$ cat config.mk
export PLATFORM = sky130hd
export DESIGN_NAME = updown_sequencer
export DESIGN_NICKNAME = d
export VERILOG_FILES = /design/src/rtl/updown_seq_pkg.sv /design/src/rtl/phase_counter.sv /design/src/rtl/updown_sequencer.sv
export SDC_FILE = /design/constraint.sdc
export NUM_CORES = 1
export LEC_CHECK = 0
export BUFFER_PORTS_ARGS = -buffer_cell sky130_fd_sc_hd__buf_4
export CORE_MARGIN = 4
export CORE_UTILIZATION = 34
export CTS_CLUSTER_SIZE = 25
export DETAILED_ROUTE_END_ITERATION = 8
export SYNTH_ARGS = -nofsm -noshare
export SYNTH_HDL_FRONTEND = slang
export SYNTH_SLANG_ARGS = --single-unit
$ cat constraint.sdc
create_clock -name clk -period 2.8 [get_ports clk]
set_input_delay 0 -clock clk [delete_from_list [all_inputs] [get_ports clk]]
set_output_delay 0 -clock clk [all_outputs]
set_load 0.05 [all_outputs]
$ cat src/rtl/updown_seq_pkg.sv
// Shared definitions for the up/down counter sequencer.
// Holds the FSM state encoding and the default phase lengths. The top level
// and the testbench both import this package.
package updown_seq_pkg;

    typedef enum logic [1:0] {
        ST_IDLE = 2'd0,
        ST_LOAD = 2'd1,
        ST_UP   = 2'd2,
        ST_DOWN = 2'd3
    } state_e;

    localparam int DEF_LOAD_CYCLES = 10;
    localparam int DEF_UP_TICKS    = 8;
    localparam int DEF_DOWN_TICKS  = 2;
    localparam int DEF_TICK_W      = 16;

endpackage

$ cat src/rtl/phase_counter.sv
// Tick counter for the UP/DOWN phases of the sequencer.
// Ports:
//   clk, rst  clock and asynchronous active-high reset
//   clr       synchronous clear, wins over en
//   en        increment by one this clock
//   limit     phase length in ticks; term flags the last tick position
//   cnt       registered count value
//   term      high when cnt == limit-1
module phase_counter #(
    parameter int TICK_W = 16
) (
    input  logic              clk,
    input  logic              rst,
    input  logic              clr,
    input  logic              en,
    input  logic [TICK_W-1:0] limit,
    output logic [TICK_W-1:0] cnt,
    output logic              term
);

    logic [TICK_W-1:0] cnt_q;
    logic [TICK_W-1:0] cnt_d;

    always_comb begin
        cnt_d = cnt_q;
        if (clr) begin
            cnt_d = '0;
        end else if (en) begin
            cnt_d = cnt_q + TICK_W'(1);
        end
    end

    always_ff @(posedge clk or posedge rst) begin
        if (rst) begin
            cnt_q <= '0;
        end else begin
            cnt_q <= cnt_d;
        end
    end

    assign cnt  = cnt_q;
    assign term = (cnt_q == (limit - TICK_W'(1)));

endmodule

$ cat src/rtl/updown_sequencer.sv
// Sequencer driving the load and direction inputs of the loadable up/down
// counter. A start rising edge holds load for LOAD_CYCLES clocks, then the
// counter runs up for UP_TICKS divider ticks and down for DOWN_TICKS ticks,
// after which the sequence either repeats (repeat_en) or finishes with done.
//
// State table
//   state   | meaning
//   IDLE    | waiting for a start rising edge
//   LOAD    | load held high for LOAD_CYCLES clocks, ticks ignored
//   UP      | counting up, phase_cnt counts ticks
//   DOWN    | counting down, phase_cnt counts ticks
//
// Ports:
//   clk, rst      clock and asynchronous active-high reset
//   tick          one-clock pulse from the frequency divider
//   start         level, rising edge launches a sequence from IDLE
//   abort         level, returns to IDLE next clock (highest priority)
//   repeat_en     sampled at the end of DOWN: loop to LOAD or finish
//   load          counter load control
//   up_not_down   counter direction control (1 = up)
//   busy          high in every state except IDLE
//   done          one-clock pulse on normal completion
//   phase_cnt     ticks elapsed in the current UP/DOWN phase
module updown_sequencer
    import updown_seq_pkg::*;
#(
    parameter int LOAD_CYCLES = DEF_LOAD_CYCLES,
    parameter int UP_TICKS    = DEF_UP_TICKS,
    parameter int DOWN_TICKS  = DEF_DOWN_TICKS,
    parameter int TICK_W      = DEF_TICK_W
) (
    input  logic              clk,
    input  logic              rst,
    input  logic              tick,
    input  logic              start,
    input  logic              abort,
    input  logic              repeat_en,
    output logic              load,
    output logic              up_not_down,
    output logic              busy,
    output logic              done,
    output logic [TICK_W-1:0] phase_cnt
);

    localparam int LOAD_W = (LOAD_CYCLES > 1) ? $clog2(LOAD_CYCLES) : 1;

    state_e            state_q, state_d;
    logic [LOAD_W-1:0] load_cnt_q, load_cnt_d;
    logic              start_prev_q;
    logic              load_q, load_d;
    logic              up_not_down_q, up_not_down_d;
    logic              busy_q, busy_d;
    logic              done_q, done_d;

    logic              start_rise;
    logic              in_count_phase;
    logic              cnt_en;
    logic              cnt_clr;
    logic              cnt_term;
    logic [TICK_W-1:0] phase_limit;

    assign start_rise     = start && !start_prev_q;
    assign in_count_phase = (state_q == ST_UP) || (state_q == ST_DOWN);
    assign phase_limit    = (state_q == ST_DOWN) ? TICK_W'(DOWN_TICKS) : TICK_W'(UP_TICKS);

    // Ticks only count while the registered state is UP or DOWN, so a tick on
    // the clock that enters UP is dropped. The counter is also cleared on the
    // terminal tick so each phase starts from zero.
    assign cnt_en  = tick && in_count_phase;
    assign cnt_clr = abort || !in_count_phase || (cnt_en && cnt_term);

    phase_counter #(
        .TICK_W (TICK_W)
    ) u_phase_counter (
        .clk   (clk),
        .rst   (rst),
        .clr   (cnt_clr),
        .en    (cnt_en),
        .limit (phase_limit),
        .cnt   (phase_cnt),
        .term  (cnt_term)
    );

    always_comb begin
        state_d    = state_q;
        load_cnt_d = '0;
        done_d     = 1'b0;

        case (state_q)
            ST_IDLE: begin
                if (start_rise) begin
                    state_d = ST_LOAD;
                end
            end
            ST_LOAD: begin
                if (load_cnt_q == LOAD_W'(LOAD_CYCLES - 1)) begin
                    state_d = ST_UP;
                end else begin
                    load_cnt_d = load_cnt_q + LOAD_W'(1);
                end
            end
            ST_UP: begin
                if (cnt_en && cnt_term) begin
                    state_d = ST_DOWN;
                end
            end
            ST_DOWN: begin
                if (cnt_en && cnt_term) begin
                    if (repeat_en) begin
                        state_d = ST_LOAD;
                    end else begin
                        state_d = ST_IDLE;
                        done_d  = 1'b1;
                    end
                end
            end
            default: state_d = ST_IDLE;
        endcase

        if (abort) begin
            state_d    = ST_IDLE;
            load_cnt_d = '0;
            done_d     = 1'b0;
        end

        // Outputs are registered copies of what the next state implies.
        load_d        = (state_d == ST_LOAD);
        up_not_down_d = (state_d != ST_DOWN);
        busy_d        = (state_d != ST_IDLE);
    end

    always_ff @(posedge clk or posedge rst) begin
        if (rst) begin
            state_q       <= ST_IDLE;
            load_cnt_q    <= '0;
            start_prev_q  <= 1'b0;
            load_q        <= 1'b0;
            up_not_down_q <= 1'b1;
            busy_q        <= 1'b0;
            done_q        <= 1'b0;
        end else begin
            state_q       <= state_d;
            load_cnt_q    <= load_cnt_d;
            start_prev_q  <= start;
            load_q        <= load_d;
            up_not_down_q <= up_not_down_d;
            busy_q        <= busy_d;
            done_q        <= done_d;
        end
    end

    assign load        = load_q;
    assign up_not_down = up_not_down_q;
    assign busy        = busy_q;
    assign done        = done_q;

endmodule
# After elaboration in Yosys (flattened, before gate mapping)

Cells that the tools add are included.

Output and inout bits: 20
Input bits: 6
Register bits: 27
Word-level logic and storage cells: 46

Reduce and logical (&&, ||, !) cells: 11
Multiplexer cells: 17
Add/sub/neg operators: 3
Equality and inequality tests: 7

Operators by type and width:

| kind                                             | number |
|---|---|
| two-way mux 16 bit                               | 2 |
| adder 16 x 1 -> 16 bit, second input constant    | 1 |
| == test 16 bit                                   | 1 |
| two-way mux 4 bit                                | 4 |
| two-way mux 2 bit                                | 5 |
| case mux 2 bit (4 select lines)                  | 1 |
| two-way mux 1 bit                                | 5 |
| subtractor 4 x 1 -> 5 bit, second input constant | 1 |
| adder 4 x 1 -> 4 bit, second input constant      | 1 |
| == test 2 x 1 -> 1 bit, second input constant    | 2 |
| == test 2 bit, second input constant             | 2 |
| == test 4 bit, second input constant             | 1 |
| nonzero test 2 bit                               | 2 |
| logical AND 1 bit                                | 3 |
| logical OR 1 bit                                 | 3 |
| logical NOT 1 bit                                | 2 |
| logical NOT 2 bit                                | 1 |
| != test 2 bit, second input constant             | 1 |

# Depth between registers and ports, before layout

Word-level depth: 9
Depth in mapped cells: 6
Depth with buffers taken out: 6

# Modules after synthesis

From an unflattened synthesis, not the netlist that was laid out.

Cells, all modules: 211
Area, all modules: 1841.8 sq um

By module, submodules not included:

| module           | area each (sq um) | cells each | instances |
|---|---|---|---|
| phase_counter    | 1313.8            | 159        | 1 |
| updown_sequencer | 528.0             | 52         | 1 |

# Least setup slack after synthesis

OpenSTA, ideal clock, no wires.

Path kind: register to register
From: register u_phase_counter.cnt_q[1] (netlist: u_phase_counter.cnt[1])
To: register u_phase_counter.cnt_q[12] (netlist: u_phase_counter.cnt[12])
Data required time: 2.721 ns
Cell stages (with the launch flop): 6
Arrival: 2.056 ns
Path slack: 0.665 ns
Setup time: 0.079 ns
Buffers on the path: 0
Cells stage by stage: dfrtp_1 -> ha_1 -> inv_1 -> or4_4 -> or3_1 -> a21oi_1

Longest elaborated chain between the ends: 4
Elaborated cells between the ends (all ways): 7

Ends and longest elaborated chain:

| item                                                                           | RTL line            | RTL |
|---|---|---|
| from (decl)                                                                    | phase_counter.sv:21 | `logic [TICK_W-1:0] cnt_q;` |
| from (signal assigned)                                                         | phase_counter.sv:37 | `cnt_q <= cnt_d;` |
| parallel branches: the longest is 4 deep, another holds adder 16 x 1 -> 16 bit | -                   |  |

Parallel ways; which one is timed is not known. The select of a mux whose other input is x is not followed.
A chain may end at the register's enable or synchronous reset.

# Final worst setup path

Same ends and word-level chain as after synthesis.

==> reports/metrics.yaml <==
insertion_delay_ns: 0.28
gr-total-overflow: 0
rsz0062_at_grt: "false"
setup_viol_count_final: 0
synth_top_family_by_area: "simple AND/OR/NAND/NOR gates"
rows: 22
worst_slack_ns: 0.804
htreeDepth: 1
syn-instance-count: 135
gp_congestion: 0.826
synth_ff_type: "dfrtp_1"
cts.path.max_buffers: 2
grt.total_usage_pct: 12.3
synth_top_area_share_pct: 48.3
ant_nets: 0
hp-class: "in -> reg"
drive_gt1_share_pct: 21.2
dpl.hpwl_um: 2070
wl_um: 2900
crit_fanout: 9
placed_cell_area_um2: 1570
post-route-util_pct: 44.4
drtIter0Drc: 55
drcViolationCount: 0
path_clk_slew_ns: 0.10
start_util_pct: 36.0
fin_skew_ns: 0.00720
diodes: 0
syn_area_per_cell_um2: 9.98
worstSetupPathType: "reg -> reg"
cap_violations: 0
critPathCaptureType: "flip-flop"
cts_setup_buffers: 0
outcome: "finished, final reports clean"
finalSetupTns_ns: 0
numClockSinks: 27
netlist_area_um2: 1350
coreArea_um2: 3740
first_pass_iters: 4
power.density_nw_per_um2: 400
report.power.total_uw: 665
area_delta_synth_final_pct: 23.2
grt_pass1_vias: 1077
ys_top_cells_by_area: "dfrtp_1 48%, nor2_1 5.6%, xnor2_1 4.5%"
antenna_found_initial: 0
die_h_um: 71.0
fin_cells: 213
slew_headroom_pct: 34.1
synth-seq-cells: 27
max_freq_mhz: 501
dp.cells: 205
synthArstFlopShare_pct: 100
yosysSeqAreaShare_pct: 50.2
p_leak_nw: 0.714
cts.repair.resized: 0
crit_required_ns: 3.01
grt_max_degree: 28
min_path_cells: 3
ctsHoldBuffers: 4
synth_xor_area_share_pct: 8.45
syn_nets: 144
via_count: 1095
timing.final.max_slew_violations: 0
viasPerCell: 5.14
yosysWarnings: 0
cts_root_buf: "clkbuf_8"
dieArea_um2: 5030
portBuffers: 25
fin_area_um2: 1660
hold_ws_ns: 0.0541
pre_cts_slack_ns: 0.809
synth.area.mux_share_pct: 0.743
die_w_um: 71.0
wl_per_cell_um: 13.6
synth_compound_area_share_pct: 7.43
synth-adder-area-share_pct: 2.79
finalCriticalPeriod_ns: 2.00
reg2reg_setup_slack_ns: 0.80
peakVddDrop_uv: 159
r2r_cells: 5
synth_edf_count: 0
tightest_slew_ns: 0.988
crit_arrival_ns: 2.21
grt_pass1_wl_um: 5020
yosysUniqueCellTypes: 36
worstSetupStartpointType: "flip-flop"
yosys.area_share.simple_pct: 25.8
cts_tree: "done"
hold_viol_final: 0
ios: 26
period_share_pct: 71.3
synth_top_area_cell: "dfrtp_1"
fin_nets: 175
numCtsBuffers: 3
[cell type report]
cell class	count	area, um2
inverters	8	30.0
flip-flops and latches	27	677
clock inverters	1	7.51
repair buffers	30	235
multi-input cells	96	609
clock buffers	3	41.3
well taps	48	60.1
fillers	375	2080
[worst paths after layout]
kind | endpoint | start
max in group asynchronous | u_phase_counter.cnt[0]$_DFFE_PP0P_ | rst
max reg2reg | u_phase_counter.cnt[12]$_DFFE_PP0P_ | u_phase_counter.cnt[1]$_DFFE_PP0P_
min reg2reg | load_cnt_q[0]$_DFF_PP0_ | load_cnt_q[0]$_DFF_PP0_
min in group asynchronous | busy$_DFF_PP0_ | rst
min | u_phase_counter.cnt[1]$_DFFE_PP0P_ | tick
max | u_phase_counter.cnt[12]$_DFFE_PP0P_ | u_phase_counter.cnt[1]$_DFFE_PP0P_
[synth_stat cells (2+ instances only)]
master / n
xnor2_1: 7
dfrtp_1: 26
nor3_1: 4
nand4_1: 6
nand3_1: 3
buf_4: 2
nor3b_1: 2
nand2_1: 7
o21ai_0: 2
nor4_1: 4
or3_1: 3
a31o_2: 2
nor2_1: 20
xor2_1: 6
nor2b_1: 4
a21oi_1: 8
inv_1: 8
ha_1: 3
[registers in the layout (all words and copies together), names as in the netlist]
signal and flops:
done 1, busy 1, start_prev_q 1, up_not_down 1, load 1, state_q 2, load_cnt_q 4, u_phase_counter.cnt 16
[layer usage]
metal / track usage, % / wire length [um]
met5: 0 / 0
met4: 3.13 / 27
met3: 3.69 / 193
met2: 19.3 / 1340
met1: 16.6 / 1340
[power breakdown]
part           internal, mW  total, mW  switching [mW]  leakage, nW
combinational        0.0163     0.0417          0.0254        0.324
clock                 0.101      0.226           0.125       0.0217
sequential            0.394      0.397         0.00285        0.369
[cell families after synthesis]
family	Yosys count
AO/OA/AOI/OAI	16
flip-flops	27
multiplexers	1
buffers and inverters	12
adder cells (fa/ha/maj)	3
AND/OR/NAND/NOR	63
XOR/XNOR	13
[placed cells by master, fill, tap and decap left out, types with 2 or more instances in the layout]
cell	instances
nor3b_1	2
xnor2_1	7
nor2_1	20
or3_1	3
xor2_1	6
clkbuf_8	3
buf_4	26
a21oi_1	8
nor4_1	4
ha_1	3
inv_1	8
nand4_1	6
nor3_1	4
a31o_2	2
nand3_1	3
o21ai_0	2
dfrtp_1	26
dlygate4sd3_1	4
nor2b_1	4
nand2_1	7
[worst max-delay path, cell delays in order, from the launching register on]
cell and delay [ns]:
dfrtp_1 0.53, ha_1 0.26, inv_1 0.09, or4_4 0.54, or3_1 0.36, a21oi_1 0.15
(Power assumes the default switching activity.)
